File: config.mk
export PLATFORM = sky130hd
export DESIGN_NAME = libv_deque_hs
export DESIGN_NICKNAME = d
export VERILOG_FILES = /design/src/rtl/libv_deque_hs.sv
export SDC_FILE = /design/constraint.sdc
export NUM_CORES = 1
export LEC_CHECK = 0
export ABC_AREA = 0
export BUFFER_PORTS_ARGS = -buffer_cell sky130_fd_sc_hd__buf_4
export CORE_ASPECT_RATIO = 2
export CORE_MARGIN = 5
export CORE_UTILIZATION = 29
export DETAILED_ROUTE_END_ITERATION = 8
export PLACE_DENSITY = 0.48
export SYNTH_ARGS = -nofsm -noshare
export SYNTH_HDL_FRONTEND = slang
export SYNTH_SLANG_ARGS = --single-unit
File: constraint.sdc
create_clock -name clk -period 4.8 [get_ports clk]
set_clock_uncertainty 0.2 [all_clocks]
set_input_delay 0.48 -clock clk [delete_from_list [all_inputs] [get_ports clk]]
set_output_delay 0.48 -clock clk [all_outputs]
set_load 0.03 [all_outputs]
File: src/rtl/libv_deque_hs.sv
// libv_deque_hs: parametrised double-ended queue with push/pop at either end,
// one command per cycle, illegal-op drop, registered pop response, occupancy
// count and synchronous flush.
//
// Optional feature macro: LIBV_DEQUE_HS_ERR_EN
//   defined   -> sticky err_ovf_r / err_udf_r flops, cleared by flush or reset
//   undefined -> err_ovf_r / err_udf_r tied to 0
//
// Ports:
//   clk           clock, all state on posedge
//   rst           asynchronous reset, active-low
//   flush         synchronous clear of contents (wins over same-cycle cmd)
//   cmd_vld       command valid
//   cmd_op        2'd0 PushFront, 2'd1 PopFront, 2'd2 PushBack, 2'd3 PopBack
//   cmd_push_data data for push ops
//   cmd_ack       comb: cmd_vld and op legal in current state (informational)
//   rsp_vld       registered: pop data valid, one cycle after accepted pop
//   rsp_data      registered pop data, holds last value
//   count_r       occupancy 0..N
//   empty_r       count_r == 0
//   full_r        count_r == N
//   err_ovf_r     sticky: push attempted while full
//   err_udf_r     sticky: pop attempted while empty
module libv_deque_hs #(
  parameter int unsigned W = 32,
  parameter int unsigned N = 8
) (
  input  logic                  clk,
  input  logic                  rst,
  input  logic                  flush,
  input  logic                  cmd_vld,
  input  logic [1:0]            cmd_op,
  input  logic [W-1:0]          cmd_push_data,
  output logic                  cmd_ack,
  output logic                  rsp_vld,
  output logic [W-1:0]          rsp_data,
  output logic [$clog2(N):0]    count_r,
  output logic                  empty_r,
  output logic                  full_r,
  output logic                  err_ovf_r,
  output logic                  err_udf_r
);

  localparam int unsigned AW = $clog2(N);
  localparam int unsigned PW = AW + 1;

  // Op encoding: bit 0 selects pop, bit 1 selects the back end.
  localparam logic [1:0] OP_PUSH_FRONT = 2'd0;
  localparam logic [1:0] OP_POP_FRONT  = 2'd1;
  localparam logic [1:0] OP_PUSH_BACK  = 2'd2;
  localparam logic [1:0] OP_POP_BACK   = 2'd3;

  logic [PW-1:0] head_q, head_d;
  logic [PW-1:0] tail_q, tail_d;
  logic          rsp_vld_q, rsp_vld_d;
  logic [W-1:0]  rsp_data_q, rsp_data_d;
  logic [W-1:0]  mem_q [N];

  logic          is_pop;
  logic          legal;
  logic          accept;
  logic [PW-1:0] head_m1;
  logic [PW-1:0] tail_m1;
  logic          wr_en;
  logic [AW-1:0] wr_addr;
  logic [W-1:0]  wr_data;
  logic [AW-1:0] rd_addr;

  // Occupancy and flags follow directly from the registered pointers.
  assign count_r = tail_q - head_q;
  assign empty_r = (count_r == PW'(0));
  assign full_r  = (count_r == PW'(N));
  assign rsp_vld  = rsp_vld_q;
  assign rsp_data = rsp_data_q;

  assign is_pop  = cmd_op[0];
  assign legal   = !(!is_pop && full_r) && !(is_pop && empty_r);
  assign cmd_ack = cmd_vld && legal;
  assign accept  = cmd_ack && !flush;
  assign head_m1 = head_q - PW'(1);
  assign tail_m1 = tail_q - PW'(1);

  // Next-state for pointers, memory write port and pop response.
  always_comb begin
    head_d     = head_q;
    tail_d     = tail_q;
    rsp_vld_d  = 1'b0;
    rsp_data_d = rsp_data_q;
    wr_en      = 1'b0;
    wr_addr    = '0;
    wr_data    = cmd_push_data;
    rd_addr    = cmd_op[1] ? tail_m1[AW-1:0] : head_q[AW-1:0];
    if (flush) begin
      head_d = '0;
      tail_d = '0;
    end else if (accept) begin
      case (cmd_op)
        OP_PUSH_FRONT: begin
          head_d  = head_m1;
          wr_en   = 1'b1;
          wr_addr = head_m1[AW-1:0];
        end
        OP_POP_FRONT: begin
          head_d     = head_q + PW'(1);
          rsp_vld_d  = 1'b1;
          rsp_data_d = mem_q[rd_addr];
        end
        OP_PUSH_BACK: begin
          tail_d  = tail_q + PW'(1);
          wr_en   = 1'b1;
          wr_addr = tail_q[AW-1:0];
        end
        OP_POP_BACK: begin
          tail_d     = tail_m1;
          rsp_vld_d  = 1'b1;
          rsp_data_d = mem_q[rd_addr];
        end
        default: ;
      endcase
    end
  end

  // Control and response state.
  always_ff @(posedge clk or negedge rst) begin
    if (!rst) begin
      head_q     <= '0;
      tail_q     <= '0;
      rsp_vld_q  <= 1'b0;
      rsp_data_q <= '0;
    end else begin
      head_q     <= head_d;
      tail_q     <= tail_d;
      rsp_vld_q  <= rsp_vld_d;
      rsp_data_q <= rsp_data_d;
    end
  end

  // Storage: no reset, written only on accepted pushes.
  always_ff @(posedge clk) begin
    if (wr_en) begin
      mem_q[wr_addr] <= wr_data;
    end
  end

`ifdef LIBV_DEQUE_HS_ERR_EN
  logic err_ovf_q, err_ovf_d;
  logic err_udf_q, err_udf_d;

  // Sticky error flags; flush clears them even if an illegal op arrives with it.
  always_comb begin
    err_ovf_d = err_ovf_q || (cmd_vld && !is_pop && full_r);
    err_udf_d = err_udf_q || (cmd_vld && is_pop && empty_r);
    if (flush) begin
      err_ovf_d = 1'b0;
      err_udf_d = 1'b0;
    end
  end

  always_ff @(posedge clk or negedge rst) begin
    if (!rst) begin
      err_ovf_q <= 1'b0;
      err_udf_q <= 1'b0;
    end else begin
      err_ovf_q <= err_ovf_d;
      err_udf_q <= err_udf_d;
    end
  end

  assign err_ovf_r = err_ovf_q;
  assign err_udf_r = err_udf_q;
`else
  assign err_ovf_r = 1'b0;
  assign err_udf_r = 1'b0;
`endif

endmodule

==> results.md <==
* Critical Path AT at 3.76 ns
* CTS root buffer: clkbuf_16
* Die area at 0.0448 mm^2
* Pre-antenna DRT Iters at 4
* Starting Density at 0.293
* Register area at 0.00871 mm^2
* Vias in the first global route at 6,475
* LEAKAGE at roughly 4.7 nW
* Crit Path Max Fanout at 18
* Layout Cell Area excl Fill at approximately 0.014 mm^2
* Std-Cell Rows at roughly 100
* Slew HR at 0.410
* CP Capture Point: mem_q[5][0]$_DFFE_PP_
* Die Wd at 152 um
* Setup Crit Path Kind: reg -> reg
* Dpl hpwl at 16,900 um
* Fin. Hold Viols at 0
* Clk sinks at 297
* Synth cell types at 40
* Detailed-route wire length at 26,400 um
* Yosys reg bits at between 200 and 300
* Final min period at 3.75 ns
* Peak supply drop at between 0.2 and 0.25 mV
* GPL Wtd Cong at 0.757
* Hold Path Class: in -> reg
* TritonCTS clock tree: done
* Area of the multi-input gates at 0.00291 mm^2
* Clk pwr share at 0.310
* Pins Over Slew Limit at 0
* Startpoint types: flop
* Final worst setup slack at 1.05 ns
* Main synth FF type: edfxtp_1
* DRC at 0
* CP cell instances: inv_1, ha_1, a21oi_1, nand2_1, xnor2_1, o211ai_1, nor2_4, buf_4
* GRT Residual Overflow at 0
* Core area at approximately 0.04 mm^2
* Mapped Cells at 555
* Layout overhead on the synthesized area at 21.3%
* Part of the power in registers at 0.443
* Synthesized area per cell at 21.1 um^2
* Pwr Density at around 500 mW/mm^2
* R2r startpoint: head_q[2]$_DFFE_PN0P_
* Clk pin slew, worst setup/hold paths at 0.07 ns
* EDFF count, synth at 256
* Slew @ Worst Pin at 0.882 ns
* Largest net degree at the start of global routing at 55
* Ys async rst share at 0.138
* Cell taking the most area after synthesis: edfxtp_1
* R2R setup slack at 1.05 ns
* Pre-CTS setup slack at 1.04 ns
* Setup TNS at 0 ns
* Layout Nets at 726
* Largest stage delay, worst path at 0.62 ns
* Outcome: finished, final reports clean
* Max clock buf depth at 3
* Post-CTS resize count at 0
* Synth top area share at 0.656
* Max-Cap Viols at 0
* Critical Path RT at around 4.8 ns
* Total number of vias at between 5,000 and 6,000
* Worst-case reg-to-reg path depth at 8
* Final worst-path cycle share at 0.780
* Critical path depth at 8
* Slowest cell on crit path: nor2_4
* Top post-synthesis cells by area: edfxtp_1 (66%), mux4_2 (12%), dfrtp_1 (8.8%), mux2_2 (6.2%), ha_1 (0.75%)
* Part of the Yosys area used for sequential elements at 0.743
* Total Routing Usage GR at 0.118
* Final setup violation count at 0
* Initial antenna violation count at 0
* Setup repair after global routing missed its margin: false
* Max Freq at 267 MHz
* CTS buffer count at 26
* Int Power at roughly 5 mW
* CP bufs+invs at 2
* Share of cells above drive strength 1 at 0.390
* Synthesized area at around 0.012 mm^2
* DR WL/cell at 21.4 um
* First-pass GRT wire length at 40,400 um
* ANT cells at 0
* Starting DRT DRC Count at 387
* Ys Warns at 0
* NetSw at around 2.0 mW
* Crit Reg-Reg Endpoint: mem_q[5][0]$_DFFE_PP_
* Post-place instance area at ~0.013 mm^2
* Critical path's top delay family: simple AND/OR/NAND/NOR gates
* Combinational power share at 0.247
* ANT nets after route at 0
* Die Y at 294 um
* Net Sw Frac at 0.291
* Io pins at 80
* Endpoint type of the worst setup path: flop
* Vias/cell at 4.57
* Fillers at 3,787
* Clock H-tree levels at 1
* CP startpoint: head_q[2]$_DFFE_PN0P_
* Worst skew pair latency at approximately 0.53 ns
* IO Port Bufs at 77
==> final cells by class <==
type / instances / share of cell area
Clock inverter: 17 / 0.0130
Sequential cell: 297 / 0.613
Multi-Input combinational cell: 223 / 0.204
Clock buffer: 31 / 0.0486
Timing Repair Buffer: 122 / 0.0718
Tap cell: 530 / 0.0466
Inverter: 10 / 0.00264
==> logic make-up (layout without fill, tap and decap cells) <==
| family | after synthesis | in the layout | synth area share |
|---|---|---|---|
| AO/OA/AOI/OAI | 29 | 29 | 0.0149 |
| XOR/XNOR | 8 | 8 | 0.00715 |
| adder cells (fa/ha/maj) | 8 | 8 | 0.00918 |
| buffers and inverters | 36 | 180 | 0.0180 |
| flip-flops | 297 | 297 | 0.743 |
| multiplexers | 132 | 132 | 0.188 |
| other | 1 | 2 | 0.000320 |
| AND/OR/NAND/NOR | 44 | 44 | 0.0193 |
==> per-layer routing <==
| layer | share of wire | wire (um) | track usage |
|---|---|---|---|
| met4 | 0.031 | 810 | 0.0439 |
| met3 | 0.028 | 740 | 0.0151 |
| met2 | 0.58 | 15300 | 0.234 |
| met1 | 0.36 | 9480 | 0.124 |
| met5 | 0 | 0 | 0 |
==> power by group through the flow <==
stage / combinational [mW] / clock (mW) / sequential [mW]
2_1_floorplan: 0.842 / 0 / 3.41
3_3_place_gp: 1.73 / 0 / 3.14
3_5_place_dp: 1.75 / 0 / 3.15
4_1_cts: 1.77 / 2.23 / 3.09
5_1_grt: 1.84 / 2.34 / 3.11
6_report: 1.72 / 2.16 / 3.09
==> how the worst min path moves through the flow <==
stage / start / endpoint / slack (ns) / depth (start not counted)
after floorplan: rst / head_q[0]$_DFFE_PN0P_ / -0.02 / 0
after global placement: rsp_data[12]$_DFFE_PN0P_ / rsp_data[12]$_DFFE_PN0P_ / 0.29 / 1
after detailed placement: rsp_data[2]$_DFFE_PN0P_ / rsp_data[2]$_DFFE_PN0P_ / 0.30 / 1
after CTS: cmd_push_data[1] / mem_q[3][1]$_DFFE_PP_ / 0.004 / 1
after global routing: cmd_push_data[1] / mem_q[4][1]$_DFFE_PP_ / 0.02 / 1
final: cmd_push_data[1] / mem_q[3][1]$_DFFE_PP_ / 0.02 / 1
==> cell usage after synthesis (3+ instances only) <==
library cell and number:
o31ai_1 3, inv_1 10, xnor2_1 3, buf_6 7, edfxtp_1 256, a21oi_1 12, buf_2 7, ha_1 7
nor2b_1 3, xor2_1 4, clkbuf_1 8, or4_1 4, o21ai_0 5, mux2_2 65, buf_4 4, or3_1 3
dfrtp_1 41, nand2_1 9, mux2i_1 3, mux4_2 64, nor2_1 13
==> stage by stage <==
stage,total power [mW],cells,utilization,hold slack [ns]
after global placement,4.87,1150,0.325,0.290
after global routing,7.30,1230,0.355,0.0152
after detailed placement,4.90,1150,0.325,0.297
after CTS,7.10,1230,0.355,0.00445
after floorplan,4.25,556,-,-0.0156
final,6.97,1230,0.355,0.0204
==> sequential cells by signal, summed over array words and instances (netlist names) <==
name      cells
tail_q        4
rsp_data     32
mem_q       256
head_q        4
rsp_vld       1
==> worst reg2reg max path, stage by stage (launching register included) <==
cell and delay (ns):
dfrtp_1 0.50, inv_1 0.08, ha_1 0.34, a21oi_1 0.23
nand2_1 0.10, xnor2_1 0.46, o211ai_1 0.47, nor2_4 0.63
buf_4 0.41
==> layout by cell type (no fill, tap or decap), types with 2 or more instances in the layout <==
master,n
xnor2_1,3
edfxtp_1,256
mux2_2,65
ha_1,7
o31ai_1,3
inv_6,3
clkinv_2,3
conb_1,2
xor2_1,4
mux2i_1,2
nor2_1,5
buf_4,88
dlygate4sd3_1,32
a211oi_1,2
or4_1,4
inv_1,10
nand3b_1,2
nor2_4,8
clkbuf_1,4
and3_1,2
buf_12,2
nand2b_1,2
nand2_1,9
mux4_2,64
nor2b_1,3
o21ai_0,5
bufinv_16,3
clkinv_1,2
clkinvlp_4,5
clkbuf_16,27
a21oi_1,11
or3_1,3
dfrtp_1,41
o211ai_1,2
==> repair_timing <==
item | in CTS | in global routing
hold endpoints to repair | 281 | 0
hold buffers | 32 | 0
buffers inserted | 0 | 0
Power figures use the tool's default switching activity.
